$ cat src/rtl/cellram_pkg.sv
// Shared types and widths for the cell RAM arbiter: FSM encoding, bus widths
// and a width helper that never returns zero.
package cellram_pkg;

    localparam int MEM_ADDR_W = 23;
    localparam int MEM_DATA_W = 16;

    typedef enum logic [1:0] {
        IDLE   = 2'd0,
        SETUP  = 2'd1,
        ACCESS = 2'd2,
        HOLD   = 2'd3
    } state_e;

    function automatic int idx_width(input int n);
        return (n > 1) ? $clog2(n) : 1;
    endfunction

endpackage

$ cat src/rtl/rr_priority_select.sv
// Combinational round-robin picker: scans from the port after i_last and
// returns the first requesting port as one-hot and as an index.
module rr_priority_select #(
    parameter int NUM_PORTS = 4,
    parameter int IDX_W     = 2
) (
    input  logic [NUM_PORTS-1:0] i_req,
    input  logic [IDX_W-1:0]     i_last,
    output logic [NUM_PORTS-1:0] o_grant,
    output logic [IDX_W-1:0]     o_idx,
    output logic                 o_valid
);

    int               v_pos;
    logic [IDX_W-1:0] v_idx;

    always_comb begin
        o_grant = '0;
        o_idx   = '0;
        o_valid = 1'b0;
        v_pos   = 0;
        v_idx   = '0;
        // i_last itself is visited last, so a lone requester is still found.
        for (int k = 1; k <= NUM_PORTS; k++) begin
            v_pos = int'(i_last) + k;
            if (v_pos >= NUM_PORTS) begin
                v_pos = v_pos - NUM_PORTS;
            end
            v_idx = IDX_W'(v_pos);
            if (!o_valid && i_req[v_idx]) begin
                o_valid        = 1'b1;
                o_grant[v_idx] = 1'b1;
                o_idx          = v_idx;
            end
        end
    end

endmodule

$ cat src/rtl/cellram_arbiter.sv
// Round-robin arbiter and asynchronous-mode access sequencer for the shared
// 16-bit cell RAM: IDLE -> SETUP -> ACCESS (ACCESS_CYCLES) -> HOLD -> IDLE.
module cellram_arbiter
    import cellram_pkg::*;
#(
    parameter int NUM_PORTS     = 4,
    parameter int ACCESS_CYCLES = 7
) (
    input  logic                             clk,
    input  logic                             reset,
    input  logic [NUM_PORTS-1:0]             req,
    input  logic [NUM_PORTS-1:0]             we,
    input  logic [NUM_PORTS*MEM_ADDR_W-1:0]  addr,
    input  logic [NUM_PORTS*MEM_DATA_W-1:0]  wdata,
    output logic [NUM_PORTS-1:0]             ack,
    output logic [MEM_DATA_W-1:0]            rdata,
    output logic [MEM_ADDR_W-1:0]            mem_addr,
    input  logic [MEM_DATA_W-1:0]            mem_data_in,
    output logic [MEM_DATA_W-1:0]            mem_data_out,
    output logic                             mem_data_drive,
    output logic                             mem_oe,
    output logic                             mem_we,
    output logic                             mem_addr_valid,
    output logic                             mem_clk
);

    localparam int IDX_W = idx_width(NUM_PORTS);
    localparam int CNT_W = idx_width(ACCESS_CYCLES);
    localparam logic [CNT_W-1:0] CNT_LOAD = CNT_W'(ACCESS_CYCLES - 1);

    state_e                  r_state;
    state_e                  w_next;
    logic [CNT_W-1:0]        r_cnt;
    logic [IDX_W-1:0]        r_last;
    logic [IDX_W-1:0]        r_sel;
    logic                    r_we;
    logic [MEM_ADDR_W-1:0]   r_addr;
    logic [MEM_DATA_W-1:0]   r_wdata;
    logic [MEM_DATA_W-1:0]   r_rdata;

    logic [NUM_PORTS-1:0]    w_gnt_onehot;
    logic [IDX_W-1:0]        w_gnt_idx;
    logic                    w_gnt_valid;
    logic                    w_cap_we;
    logic [MEM_ADDR_W-1:0]   w_cap_addr;
    logic [MEM_DATA_W-1:0]   w_cap_wdata;
    logic [NUM_PORTS-1:0]    w_sel_onehot;
    logic                    w_access_done;

    rr_priority_select #(
        .NUM_PORTS (NUM_PORTS),
        .IDX_W     (IDX_W)
    ) u_rr (
        .i_req   (req),
        .i_last  (r_last),
        .o_grant (w_gnt_onehot),
        .o_idx   (w_gnt_idx),
        .o_valid (w_gnt_valid)
    );

    always_comb begin
        w_cap_we    = 1'b0;
        w_cap_addr  = '0;
        w_cap_wdata = '0;
        for (int p = 0; p < NUM_PORTS; p++) begin
            if (w_gnt_onehot[p]) begin
                w_cap_we    = we[p];
                w_cap_addr  = addr[p*MEM_ADDR_W +: MEM_ADDR_W];
                w_cap_wdata = wdata[p*MEM_DATA_W +: MEM_DATA_W];
            end
        end
    end

    always_comb begin
        w_sel_onehot = '0;
        for (int p = 0; p < NUM_PORTS; p++) begin
            w_sel_onehot[p] = (r_sel == IDX_W'(p));
        end
    end

    assign w_access_done = (r_state == ACCESS) && (r_cnt == '0);

    always_ff @(posedge clk) begin
        if (!reset) begin
            r_state <= IDLE;
        end else begin
            r_state <= w_next;
        end
    end

    always_comb begin
        w_next = r_state;
        case (r_state)
            IDLE:    if (w_gnt_valid) w_next = SETUP;
            SETUP:   w_next = ACCESS;
            ACCESS:  if (r_cnt == '0) w_next = HOLD;
            HOLD:    w_next = IDLE;
            default: w_next = IDLE;
        endcase
    end

    // Handshake: a requester holds req/we/addr/wdata until it samples ack
    // (one-cycle pulse in HOLD); req is only looked at in IDLE, so dropping it
    // mid-access never aborts, and req still high in the following IDLE is a
    // fresh request. r_last starts at the top port so port 0 wins first.
    always_ff @(posedge clk) begin
        if (!reset) begin
            r_cnt   <= '0;
            r_last  <= IDX_W'(NUM_PORTS - 1);
            r_sel   <= '0;
            r_we    <= 1'b0;
            r_addr  <= '0;
            r_wdata <= '0;
            r_rdata <= '0;
        end else begin
            if (r_state == IDLE && w_gnt_valid) begin
                r_sel   <= w_gnt_idx;
                r_last  <= w_gnt_idx;
                r_we    <= w_cap_we;
                r_addr  <= w_cap_addr;
                r_wdata <= w_cap_wdata;
            end
            if (r_state == SETUP) begin
                r_cnt <= CNT_LOAD;
            end else if (r_state == ACCESS && r_cnt != '0) begin
                r_cnt <= r_cnt - 1'b1;
            end
            if (w_access_done && !r_we) begin
                r_rdata <= mem_data_in;
            end
        end
    end

    always_comb begin
        mem_oe         = 1'b1;
        mem_we         = 1'b1;
        mem_addr_valid = 1'b1;
        mem_data_drive = 1'b0;
        ack            = '0;
        case (r_state)
            SETUP: begin
                mem_addr_valid = 1'b0;
                mem_data_drive = r_we;
            end
            ACCESS: begin
                mem_addr_valid = 1'b0;
                mem_data_drive = r_we;
                mem_oe         = r_we;
                mem_we         = !r_we;
            end
            HOLD: begin
                mem_data_drive = r_we;
                ack            = w_sel_onehot;
            end
            default: ;
        endcase
    end

    assign mem_addr     = r_addr;
    assign mem_data_out = r_wdata;
    assign rdata        = r_rdata;
    assign mem_clk      = 1'b0;

endmodule

$ cat config.mk
export PLATFORM = sky130hd
export DESIGN_NAME = cellram_arbiter
export DESIGN_NICKNAME = d
export VERILOG_FILES = /design/src/rtl/cellram_pkg.sv /design/src/rtl/rr_priority_select.sv /design/src/rtl/cellram_arbiter.sv
export SDC_FILE = /design/constraint.sdc
export NUM_CORES = 1
export LEC_CHECK = 0
export BUFFER_PORTS_ARGS = -buffer_cell sky130_fd_sc_hd__buf_2
export CAP_MARGIN = 25
export CORE_MARGIN = 4
export CORE_UTILIZATION = 47
export DETAILED_ROUTE_END_ITERATION = 12
export PLACE_DENSITY = 0.81
export SETUP_SLACK_MARGIN = 0.02
export SLEW_MARGIN = 20
export SYNTH_ARGS = -nofsm -noshare
export SYNTH_HDL_FRONTEND = slang
export SYNTH_SLANG_ARGS = --single-unit
$ cat constraint.sdc
create_clock -name clk -period 4.3 [get_ports clk]
set_clock_uncertainty 0.15 [all_clocks]
set_input_delay 0.86 -clock clk [delete_from_list [all_inputs] [get_ports clk]]
set_output_delay 0.86 -clock clk [all_outputs]
set_load 0.02 [all_outputs]
**Word level (Yosys, flattened, before mapping)**

Cells that the tools add are included.

- Bits of input ports: 182
- Output and inout port bits: 64
- Bits in registers: 65
- Logic and storage cells: 120

- Reductions and logical operators: 24
- Order comparisons: 12
- Mux-type cells: 54
- Equal/unequal tests: 8
- Add/sub/neg operators: 9
- Bitwise operators: 4

Operators with widths:

| cell | number |
|---|---|
| 2-to-1 mux 23 bit | 4 |
| 2-to-1 mux 16 bit | 4 |
| 2-to-1 mux 1 bit | 20 |
| 2-to-1 mux 2 bit | 10 |
| 2-to-1 mux 4 bit | 5 |
| < comparator 2 x 3 -> 1 bit, second input constant | 4 |
| OR 4 bit | 3 |
| logical AND 1 bit | 11 |
| greater-or-equal comparator 3 bit, second input constant | 3 |
| binary-select mux 1 bit (select 2 bit) | 4 |
| demux 1 bit (select 2 bit) | 4 |
| equality test 2 bit, second input constant | 4 |
| greater-or-equal comparator 2 x 1 -> 1 bit, second input constant | 4 |
| case mux 2 bit (4 select lines) | 1 |
| subtractor 2 x 1 -> 2 bit, second input constant | 4 |
| adder 2 x 2 -> 3 bit, second input constant | 2 |
| 2-to-1 mux 3 bit | 2 |
| adder 2 x 3 -> 4 bit, second input constant | 1 |
| equality test 2 x 1 -> 1 bit, second input constant | 2 |
| greater-or-equal comparator 4 x 3 -> 1 bit, second input constant | 1 |
| zero test 1 bit | 4 |
| zero test 2 bit | 2 |
| OR reduction 2 bit | 2 |
| adder 2 x 1 -> 3 bit, second input constant | 1 |
| other kinds (9) | 9 |

**Depth between registers and ports, before layout**

Gate-level depths: netlist of run 1.

- Depth after elaboration: 19
- Gate-level depth with buffers: 13
- Mapped depth without buffers: 8

**By module**

A second synthesis of run 1 with hierarchy kept.

- Cell total of the unflattened synthesis: 470
- Area total of the unflattened synthesis: 4,087.7 um^2

By module, submodules not included:

| module | times used | cells an instance | area an instance (um^2) | sequential area each (um^2) |
|---|---|---|---|---|
| cellram_arbiter | 1 | 384 | 3,458.3 | 1,301.2 |
| rr_priority_select | 1 | 86 | 629.4 | 0.0 |

**Worst setup path before layout of run 1**

Ideal clock, no wire load.

- Kind: register -> register
- Start: register r_last[0]
- End: register r_wdata[0], in the netlist mem_data_out[0]
- Path buffers: 6
- Cell stages (with the launch flop): 14
- Arrival: 2.884 ns
- Period minus slack after synthesis: 3.161 ns
- Library setup time: 0.127 ns
- Slack: 1.139 ns
- Required time: 4.023 ns
- Cell sequence: dfxtp_1 buf_6 buf_2 inv_1 ha_1 buf_6 mux4_2 and2_1 clkbuf_1 or3_1 buf_6 buf_12 o211ai_2 a21oi_2

- Word-level cells in the longest chain between the ends: 19
- Elaborated cells between the ends (all ways): 66
- Classes of those cells: add/sub (8); order compare (12); mux (32); bitwise (3); reduce/logical (11)

Ends and longest elaborated chain:

| item | line | source |
|---|---|---|
| from (decl) | cellram_arbiter.sv:34 | `logic [IDX_W-1:0] r_last;` |
| from (signal assigned) | cellram_arbiter.sv:109 | `r_last <= IDX_W'(NUM_PORTS - 1);` |
| from (signal assigned) | cellram_arbiter.sv:118 | `r_last <= w_gnt_idx;` |
| branches (longest 19 deep; another with adder 2 x 1 -> 3 bit) | n/a |  |
| to (signal assigned) | cellram_arbiter.sv:121 | `r_wdata <= w_cap_wdata;` |
| to (decl) | cellram_arbiter.sv:38 | `logic [MEM_DATA_W-1:0] r_wdata;` |

Parallel ways; which one is timed is not known. The select of a mux whose other input is x is not followed.
A chain may end at the register's enable or synchronous reset.

**Final worst setup path of run 1**

- Start: register r_last[1]
- End: register r_addr[15], in the netlist mem_addr[15]

- Word-level cells in the longest chain between the ends: 19
- Elaborated cells between the ends (all ways): 66
- Classes of those cells: add/sub (8); order compare (12); mux (32); bitwise (3); reduce/logical (11)

Ends and longest elaborated chain:

| item | line | source |
|---|---|---|
| branches (longest 19 deep; another with adder 2 x 1 -> 3 bit) | n/a |  |
| to (signal assigned) | cellram_arbiter.sv:120 | `r_addr <= w_cap_addr;` |
| to (decl) | cellram_arbiter.sv:37 | `logic [MEM_ADDR_W-1:0] r_addr;` |

Parallel ways; which one is timed is not known. The select of a mux whose other input is x is not followed.

==> results.json, run 1 <==
{
  "p_int_mw": 2.19,
  "fin_total_pwr_mw": 4.51,
  "grt_use_total": 0.271,
  "power_switching_mw": 2.32,
  "vdd_ir_drop_max_v": 0.000340,
  "r2r_slack_ns": 0.72,
  "viasPerCell": 6.16,
  "drc": 0,
  "ys_ff_latch": 65,
  "post_route_cells_drive_above_1_share": 0.478,
  "r2r_end": "mem_addr[15]$_SDFFE_PN0P_",
  "nNetsFinal": 970,
  "critPathLaunchType": "register",
  "fmax_mhz": 280,
  "cts_tree": "done",
  "netlist_area_mm2": 0.00504,
  "gp_congestion": 0.847,
  "clk_pin_slew_ns": 0.08,
  "synth_warnings": 0,
  "dp_hpwl_um": 12500,
  "grt_pass1_wl_um": 28100,
  "setup_viol": 0,
  "r2r_cells": 8,
  "hold_depth": 2,
  "die_w_um": 112,
  "finalCoreUtilization": 0.624,
  "drt_iter0_drc": 648,
  "power_leakage_nw": 2.91,
  "final_cell_count_no_fill": 915,
  "grt_overflow": 0,
  "root_buffer": "clkbuf_8",
  "max_slew.worst_pin.slew_ns": 0.983,
  "swShare": 0.514,
  "antenna_found_initial": 0,
  "clock_sinks": 65,
  "wire_per_inst_um": 19.2,
  "grt_max_degree": 43,
  "syn_area_per_cell_um2": 8.79,
  "dp.cells": 899,
  "ant_nets": 0,
  "syn_to_final_growth_pct": 28.5,
  "clockPowerShare": 0.108,
  "die_area_mm2": 0.0124,
  "worstHoldStart": "rdata[12]$_SDFFE_PN0P_",
  "start_util": 0.486,
  "cts_hold_buf": 0,
  "cp_max_fo": 28,
  "path_class": "reg -> reg",
  "netlist.area_leader.share": 0.258,
  "vias": 5632,
  "clk_latency_ns": 0.35,
  "yosys.cell_types.count": 50,
  "numPortBuffers": 244,
  "power_frac_comb": 0.693,
  "ys_seq_area_frac": 0.258,
  "rows": 37,
  "synth_area_leaders": "dfxtp_1, o211ai_2, a221oi_1",
  "drt_wl_total_um": 17600,
  "synthCells": 573,
  "power_frac_seq": 0.199,
  "synth_fp_nets": 769,
  "synth_top_cell_by_area": "dfxtp_1",
  "whs_endpoint": "rdata[12]$_SDFFE_PN0P_",
  "period_share": 0.832,
  "tns_ns": 0,
  "cts-buffers-inserted": 9,
  "cts_max_path_buffers": 2,
  "ios": 246,
  "slew_headroom": 0.342,
  "drv_cap": 0,
  "rsz0062_at_grt": "false",
  "drt-pass1-iter-count": 5,
  "period_needed_ns": 3.58,
  "critPathArrivalTime_ns": 3.66,
  "grt_pass1_vias": 5881,
  "status": "complete, no violations",
  "cts_setup_buffers": 0,
  "fp.dieH_um": 112,
  "hp-class": "reg -> reg",
  "htreeDepth": 3,
  "worstSetupEndpointType": "register",
  "maxSlewViolCount": 0,
  "required_ns": 4.38,
  "cts_resized": 0,
  "reg2reg_from": "r_last[1]$_SDFFE_PN1P_",
  "antennaDiodeCount": 0,
  "crit_start": "r_last[1]$_SDFFE_PN1P_",
  "finalHoldViolations": 0,
  "core_mm2": 0.0104,
  "powerDensity_mw_per_mm2": 697,
  "num-fill-cells": 911
}
[metal layers]
layer / part of all wire / global-route usage / up-vias
li1: - / - / 2599
met1: 0.38 / 0.318 / 2666
met2: 0.50 / 0.476 / 314
met3: 0.082 / 0.0462 / 53
met4: 0.030 / 0.135 / 0
met5: 0 / 0 / -
[cell families (layout without fill, tap and decap cells)]
group	count (synthesis)	count (layout)	synth area share
adders and majority gates	14	14	0.0348
muxes	7	7	0.0216
AOI/OAI and AO/OA	284	284	0.492
and+or+nand+nor	85	85	0.0812
xor gates and xnor gates	1	1	0.00174
buffers and inverters	116	322	0.110
DFF	65	65	0.258
other	1	1	0.000745
[flip-flops by register name, indices dropped and copies added (netlist names)]
| register | cells |
|---|---|
| r_we | 1 |
| r_cnt | 3 |
| r_last | 2 |
| r_sel | 2 |
| mem_addr | 23 |
| rdata | 16 |
| r_state | 2 |
| mem_data_out | 16 |
[power by group through the flow]
stage	clock, mW	combinational (mW)	sequential [mW]
after floorplan	0	2.28	1.03
after global placement	0	2.97	0.896
after detailed placement	0	3.11	0.905
after CTS	0.502	3.11	0.894
after global routing	0.531	3.38	0.917
final	0.487	3.12	0.898
[worst max path at each step]
stage	endpoint	slack (ns)	depth (start not counted)
floorplan	mem_data_out[0]$_SDFFE_PN0P_	1.14	13
global placement	mem_addr[20]$_SDFFE_PN0P_	0.86	7
detailed placement	mem_addr[15]$_SDFFE_PN0P_	0.77	8
CTS	mem_addr[15]$_SDFFE_PN0P_	0.76	8
global route	mem_data_out[9]$_SDFFE_PN0P_	0.54	8
finish	mem_addr[15]$_SDFFE_PN0P_	0.72	8
[layout by cell type, fill, tap and decap left out, types with 4 or more instances in the layout]
cell and n:
inv_1 47, nand2_1 47, o221ai_1 41, dfxtp_1 65
a221oi_1 40, ha_1 14, o31ai_1 40, nor2_1 7
buf_2 244, buf_12 4, clkbuf_8 9, buf_4 10
a21oi_2 40, and2_1 4, nand3b_1 5, o211ai_2 40
a21boi_0 47, a21boi_1 11
[Yosys cell counts (all sizes together)]
cell,number
a2111o,1
a21bo,1
a21boi,59
a21oi,44
a221o,1
a221oi,41
a22oi,1
a31oi,3
and2,5
and3,1
and3b,1
buf,26
clkbuf,43
conb,1
dfxtp,65
ha,14
inv,47
mux2,1
mux2i,3
mux4,3
nand2,47
nand2b,3
nand3,2
nand3b,5
nor2,7
nor2b,3
nor3,2
nor3b,3
nor4,1
o211ai,41
o21a,2
o21ai,6
o221a,1
o221ai,41
o2bb2ai,1
o31ai,41
or2,1
or3,2
or3b,2
xnor2,1
[area by class of cell]
| class | instances | area (um2) | area share |
|---|---|---|---|
| multi-input combinational | 392 | 3250 | 0.503 |
| timing repair buffer | 259 | 1390 | 0.215 |
| sequential | 65 | 1300 | 0.201 |
| inverter | 47 | 176 | 0.0273 |
| tap | 136 | 170 | 0.0263 |
| clock buffer | 9 | 124 | 0.0191 |
| clock inverter | 7 | 55.1 | 0.00851 |
[through the flow]
step | setup slack [ns] | area, um2 | hold WS (ns)
floorplan | 1.14 | 5040 | 0.329
global placement | 0.861 | 6240 | 0.287
detailed placement | 0.771 | 6290 | 0.294
CTS | 0.759 | 6470 | 0.305
global route | 0.541 | 6470 | 0.319
finish | 0.724 | 6470 | 0.303
[critical path, stage by stage, from the launching register on]
cell	delay [ns]
dfxtp_1	0.51
inv_1	0.19
ha_1	0.47
mux4_2	0.65
and2_1	0.24
or3_1	0.56
buf_12	0.27
a221oi_1	0.31
a21oi_2	0.09
Power figures use the tool's default switching activity.
==> run 2, diff against run 1 <==
--- a/config.mk
+++ b/config.mk
@@ -5,12 +5,13 @@
 export SDC_FILE = /design/constraint.sdc
 export NUM_CORES = 1
 export LEC_CHECK = 0
+export ABC_AREA = 1
 export BUFFER_PORTS_ARGS = -buffer_cell sky130_fd_sc_hd__buf_2
 export CAP_MARGIN = 25
 export CORE_MARGIN = 4
-export CORE_UTILIZATION = 47
+export CORE_UTILIZATION = 41
 export DETAILED_ROUTE_END_ITERATION = 12
-export PLACE_DENSITY = 0.81
+export PLACE_DENSITY = 0.78
 export SETUP_SLACK_MARGIN = 0.02
 export SLEW_MARGIN = 20
 export SYNTH_ARGS = -nofsm -noshare
==> constraint.sdc (replaced) <==
create_clock -name clk -period 3.2 [get_ports clk]
set_clock_uncertainty 0.15 [all_clocks]
set_input_delay 0.64 -clock clk [delete_from_list [all_inputs] [get_ports clk]]
set_output_delay 0.64 -clock clk [all_outputs]
set_load 0.02 [all_outputs]
==> results.json, run 2 <==
{
  "die_w_um": 113,
  "synth_fp_nets": 968,
  "cts_setup_buffers": 0,
  "root_buffer": "clkbuf_8",
  "maxSlewViolCount": 0,
  "synthCells": 772,
  "drt-pass1-iter-count": 4,
  "start_util": 0.428,
  "syn_to_final_growth_pct": 32.8,
  "gp_congestion": 0.891,
  "wl_met1_um": 6080,
  "critPathLaunchType": "register",
  "cts_hold_buf": 0,
  "cts-buffers-inserted": 9,
  "vias": 5402,
  "finalHoldViolations": 0,
  "fin_total_pwr_mw": 6.64,
  "synthMostInstantiatedCell": "nand2_1",
  "vdd_ir_drop_max_v": 0.000688,
  "clock_sinks": 65,
  "slew_headroom": 0.427,
  "htreeDepth": 3,
  "clk_latency_ns": 0.34,
  "netlist.area_leader.share": 0.291,
  "cp_max_fo": 40,
  "dr_wl_met3_um": 1080,
  "hp-class": "reg -> reg",
  "rows": 37,
  "period_share": 0.890,
  "required_ns": 3.27,
  "setup_viol": 0,
  "ys_dominant_reg_cell": "dfxtp_1",
  "antenna_found_initial": 0,
  "wl_met2_um": 6960,
  "ant_nets": 0,
  "synth_top_cell_by_area": "dfxtp_1",
  "critPathArrivalTime_ns": 2.92,
  "grt_overflow": 0,
  "numPortBuffers": 244,
  "synth-edff-count": 0,
  "slowest_stage": "dfxtp_1",
  "fp.dieH_um": 113,
  "max_stage_delay_ns": 0.56,
  "powerDensity_mw_per_mm2": 1120,
  "max_slew.worst_pin.slew_ns": 0.856,
  "cts_max_path_buffers": 2,
  "period_needed_ns": 2.85,
  "top_layer": "met4",
  "drc": 0,
  "finalWorstSetupSlack_ns": 0.352,
  "post_route_cells_drive_above_1_share": 0.289,
  "layout_common_cells": "nand2_1, buf_2, a21oi_1",
  "placed_area_mm2": 0.00577,
  "tns_ns": 0,
  "die_area_mm2": 0.0127,
  "dp_hpwl_um": 11000,
  "path_class": "reg -> reg",
  "synth_commonest_cells": "nand2_1, a21oi_1, inv_1",
  "power_leakage_nw": 3.52,
  "drt_iter0_drc": 431,
  "multiInputGateArea_mm2": 0.00256,
  "grt_use_total": 0.226,
  "yosys.cell_types.count": 29,
  "dpl_worst_slack_ns": 0.382,
  "synth_area_leaders": "dfxtp_1, nand2_1, a21oi_1",
  "cts_tree": "done",
  "syn_area_per_cell_um2": 5.80,
  "antennaDiodeCount": 0,
  "ios": 246,
  "cpMostUsedCell": "nand2_1",
  "viasPerCell": 4.76,
  "final_common_cell": "nand2_1",
  "ys_async_sr_fraction": 0,
  "ys_ff_latch": 65,
  "rsz0062_at_grt": "false",
  "synth_warnings": 0,
  "wire_per_inst_um": 12.9,
  "drv_cap": 0,
  "ys_seq_area_frac": 0.291,
  "nNetsFinal": 1190,
  "grt_max_degree": 59,
  "core_mm2": 0.0105,
  "grt_pass1_vias": 5151,
  "worstPathCellList": "inv_2, ha_1, inv_1, nand3_1, nand2_1, and2b_4, nand3_1, nand3_2, buf_4, a21oi_1, nand2_1, nand2_1, nand2_1, a21oi_1",
  "fin_area_mm2": 0.00595,
  "num-fill-cells": 1041,
  "finalCoreUtilization": 0.569,
  "clk_pin_slew_ns": 0.07,
  "status": "complete, no violations",
  "grt_pass1_wl_um": 23800,
  "ff_latch_area_mm2": 0.00130,
  "fmax_mhz": 351,
  "drt_wl_total_um": 14600,
  "largest_reg_flops": 23,
  "worstSetupEndpointType": "register",
  "cts_resized": 0,
  "netlist_area_mm2": 0.00448
}
-- run 2: kinds of logic after synthesis --
family | synth area share
compound gates | 0.227
fa+ha+maj | 0.0391
buf+inv | 0.139
flops | 0.291
other cells | 0.000837
simple gates | 0.303
-- run 2: worst paths after layout --
| path | from | endpoint | slack, ns | cells after the start |
|---|---|---|---|---|
| setup / recovery | r_last[0]$_SDFFE_PN1P_ | mem_addr[21]$_SDFFE_PN0P_ | 0.35 | 14 |
| hold / removal | mem_data_out[11]$_SDFFE_PN0P_ | mem_data_out[11]$_SDFFE_PN0P_ | 0.31 | 2 |
| setup reg to reg | r_last[0]$_SDFFE_PN1P_ | mem_addr[21]$_SDFFE_PN0P_ | 0.35 | 14 |
| hold reg to reg | mem_data_out[11]$_SDFFE_PN0P_ | mem_data_out[11]$_SDFFE_PN0P_ | 0.31 | 2 |
-- run 2: worst max-delay path, delay by kind of cell (launching register included) --
family	cells	cell delay, ns
flops	1	0.56
fa+ha+maj	1	0.37
buf+inv	3	0.66
compound gates	2	0.17
simple gates	8	0.76
-- run 2: area by class of cell --
type                       count  area share
multi-input combinational    554       0.430
clock inverter                 3     0.00252
inverter                     107      0.0675
clock buffer                  13      0.0267
timing repair buffer         257       0.226
sequential                    65       0.219
tap                          136      0.0286
-- run 2: where the power goes --
part	switching, mW	total [mW]	internal (mW)
logic	3.12	4.83	1.71
registers	0.135	1.18	1.05
clock network	0.309	0.629	0.320
total	3.56	6.64	3.08
-- run 2: per-stage QoR --
step                hold slack (ns)  cells
floorplan                     0.300    772
global placement              0.300   1119
finish                        0.314   1135
CTS                           0.317   1135
global route                  0.333   1135
detailed placement            0.305   1119
-- run 2: routing by layer --
metal,vias to the layer above,GRT usage
li1,2851,-
met1,2320,0.275
met2,198,0.379
met3,33,0.0518
met4,0,0.103
met5,-,0
==> run 3, diff against run 2 <==
--- a/config.mk
+++ b/config.mk
@@ -5,12 +5,12 @@
 export SDC_FILE = /design/constraint.sdc
 export NUM_CORES = 1
 export LEC_CHECK = 0
-export ABC_AREA = 1
 export BUFFER_PORTS_ARGS = -buffer_cell sky130_fd_sc_hd__buf_2
 export CAP_MARGIN = 25
 export CORE_MARGIN = 4
-export CORE_UTILIZATION = 41
+export CORE_UTILIZATION = 43
 export DETAILED_ROUTE_END_ITERATION = 12
+export HOLD_SLACK_MARGIN = 0.1
 export PLACE_DENSITY = 0.78
 export SETUP_SLACK_MARGIN = 0.02
 export SLEW_MARGIN = 20
==> constraint.sdc (replaced) <==
create_clock -name clk -period 2.4 [get_ports clk]
set_clock_uncertainty 0.15 [all_clocks]
set_input_delay 0.48 -clock clk [delete_from_list [all_inputs] [get_ports clk]]
set_output_delay 0.48 -clock clk [all_outputs]
set_load 0.02 [all_outputs]
==> results.json, run 3 (synthesized netlist as in run 1, its figures left out) <==
{
  "cts-buffers-inserted": 9,
  "drt_wl_total_um": 18700,
  "htreeDepth": 3,
  "grtUsageMet3": 0.0472,
  "fmax_mhz": 378,
  "dpl_worst_slack_ns": -0.329,
  "grt_overflow": 0,
  "clock_sinks": 65,
  "maxSlewViolCount": 0,
  "power_leakage_nw": 3.42,
  "drt-pass1-iter-count": 4,
  "cts_max_path_buffers": 2,
  "drv_cap": 0,
  "grt_max_degree": 66,
  "slew_headroom": 0.639,
  "start_util": 0.441,
  "num-fill-cells": 916,
  "antenna_found_initial": 0,
  "max_stage_delay_ns": 0.57,
  "largest_reg_flops": 23,
  "root_buffer": "clkbuf_16",
  "hp-class": "in -> reg",
  "nNetsFinal": 1020,
  "vias": 5659,
  "final_cell_count_no_fill": 972,
  "powerDensity_mw_per_mm2": 1410,
  "cts_tree": "done",
  "cp_max_fo": 26,
  "ff_latch_area_mm2": 0.00131,
  "die_w_um": 116,
  "ant_nets": 0,
  "finalWorstSetupSlack_ns": -0.245,
  "status": "complete, but fails checks",
  "clk_pin_slew_ns": 0.06,
  "gp_congestion": 0.806,
  "dp_hpwl_um": 12600,
  "grt.busiest_layer": "met2",
  "numPortBuffers": 244,
  "drt_iter0_drc": 395,
  "core_mm2": 0.0114,
  "layout_common_cells": "buf_2, dfxtp_1, nand2_1",
  "wire_per_inst_um": 19.3,
  "period_needed_ns": 2.65,
  "worstSetupEndpointType": "register",
  "setup_viol": 40,
  "rsz0062_at_grt": "true",
  "drc": 0,
  "required_ns": 2.47,
  "rows": 39,
  "failed_checks": "setup timing",
  "path_class": "reg -> reg",
  "slowest_stage": "mux4_2",
  "period_share": 1.10,
  "max_slew.worst_pin.slew_ns": 0.541,
  "grt_pass1_wl_um": 28100,
  "clk_latency_ns": 0.33,
  "critPathLaunchType": "register",
  "multiInputGateArea_mm2": 0.00379,
  "dp.cells": 943,
  "grtUsageMet1": 0.311,
  "finalHoldViolations": 0,
  "cts_hold_buf": 0,
  "antennaDiodeCount": 0,
  "critPathArrivalTime_ns": 2.72,
  "ios": 246,
  "grt_pass1_vias": 5641,
  "die_area_mm2": 0.0135,
  "post_route_cells_drive_above_1_share": 0.579,
  "grt_use_total": 0.261,
  "use_met2": 0.466,
  "final_common_cell": "buf_2",
  "viasPerCell": 5.82,
  "syn_to_final_growth_pct": 53.9,
  "worstPathCellList": "inv_4, ha_4, mux4_2, and2_4, a221o_1, buf_12, a221oi_4, a21oi_2",
  "vdd_ir_drop_max_v": 0.000950,
  "fp.dieH_um": 116
}
## run 3: changes by cell type in the layout (fill, tap and decap cells not counted), moves of 27 or more
cell,before,now
inv_1,101,45
o221ai_1,0,39
nand2_1,279,47
a21oi_1,167,1
o211ai_2,0,39
o31ai_1,1,35
buf_4,11,44
a21oi_2,1,41
a21boi_0,1,28
nor2_1,39,7
a21boi_1,1,29
## run 3: final timing paths
kind / depth (start not counted) / slack, ns / end / start
min: 3 / 0.23 / rdata[7]$_SDFFE_PN0P_ / mem_data_in[7]
min reg2reg: 2 / 0.30 / rdata[8]$_SDFFE_PN0P_ / rdata[8]$_SDFFE_PN0P_
max reg2reg: 8 / -0.25 / mem_addr[13]$_SDFFE_PN0P_ / r_last[0]$_SDFFE_PN1P_
max: 8 / -0.25 / mem_addr[13]$_SDFFE_PN0P_ / r_last[0]$_SDFFE_PN1P_
## run 3: per-stage QoR
step	power [mW]	util	hold slack [ns]	cell area [um2]	TNS (ns)
floorplan	5.96	-	0.329	5060	-21.66
global placement	7.65	0.584	0.288	6670	-11.25
detailed placement	7.75	0.584	0.292	6670	-11.91
CTS	10.5	0.661	0.216	7540	-7.61
global route	11.5	0.679	0.223	7750	-11.19
finish	10.9	0.679	0.225	7750	-8.78
## run 3: critical path: cells and delay by family (launching register included)
| kind | cells | cell delay (ns) |
|---|---|---|
| compound gates | 3 | 0.69 |
| mux | 1 | 0.57 |
| simple gates | 1 | 0.20 |
| flops | 1 | 0.36 |
| buf+inv | 2 | 0.26 |
| fa+ha+maj | 1 | 0.28 |
## run 3: timing repair
| item | in CTS | in global routing |
|---|---|---|
| resized for setup | 83 | 25 |
| cloned | 3 | 0 |
| buffers inserted | 5 | 5 |
| pin swaps | 11 | 7 |
| setup endpoints to repair | 40 | 41 |
## run 3: report_power, final
group          switching (mW)  internal (mW)  leakage [nW]
Sequential              0.263           1.39         0.533
Combinational            4.22           3.47          2.71
Clock                   0.536           1.03         0.171
## run 3: routing by layer
| metal | up-vias | wire [um] |
|---|---|---|
| met2 | 229 | 9550 |
| li1 | 2717 | - |
| met1 | 2670 | 7480 |
| met4 | 0 | 452 |
| met5 | - | 0 |
| met3 | 43 | 1240 |
## run 3: area by class of cell
| cell class | instances | share of cell area |
|---|---|---|
| clock inverters | 7 | 0.0161 |
| repair buffers | 309 | 0.251 |
| inverters | 47 | 0.0231 |
| clock buffers | 9 | 0.0291 |
| multi-input cells | 392 | 0.490 |
| flip-flops and latches | 65 | 0.169 |
| well taps | 143 | 0.0231 |
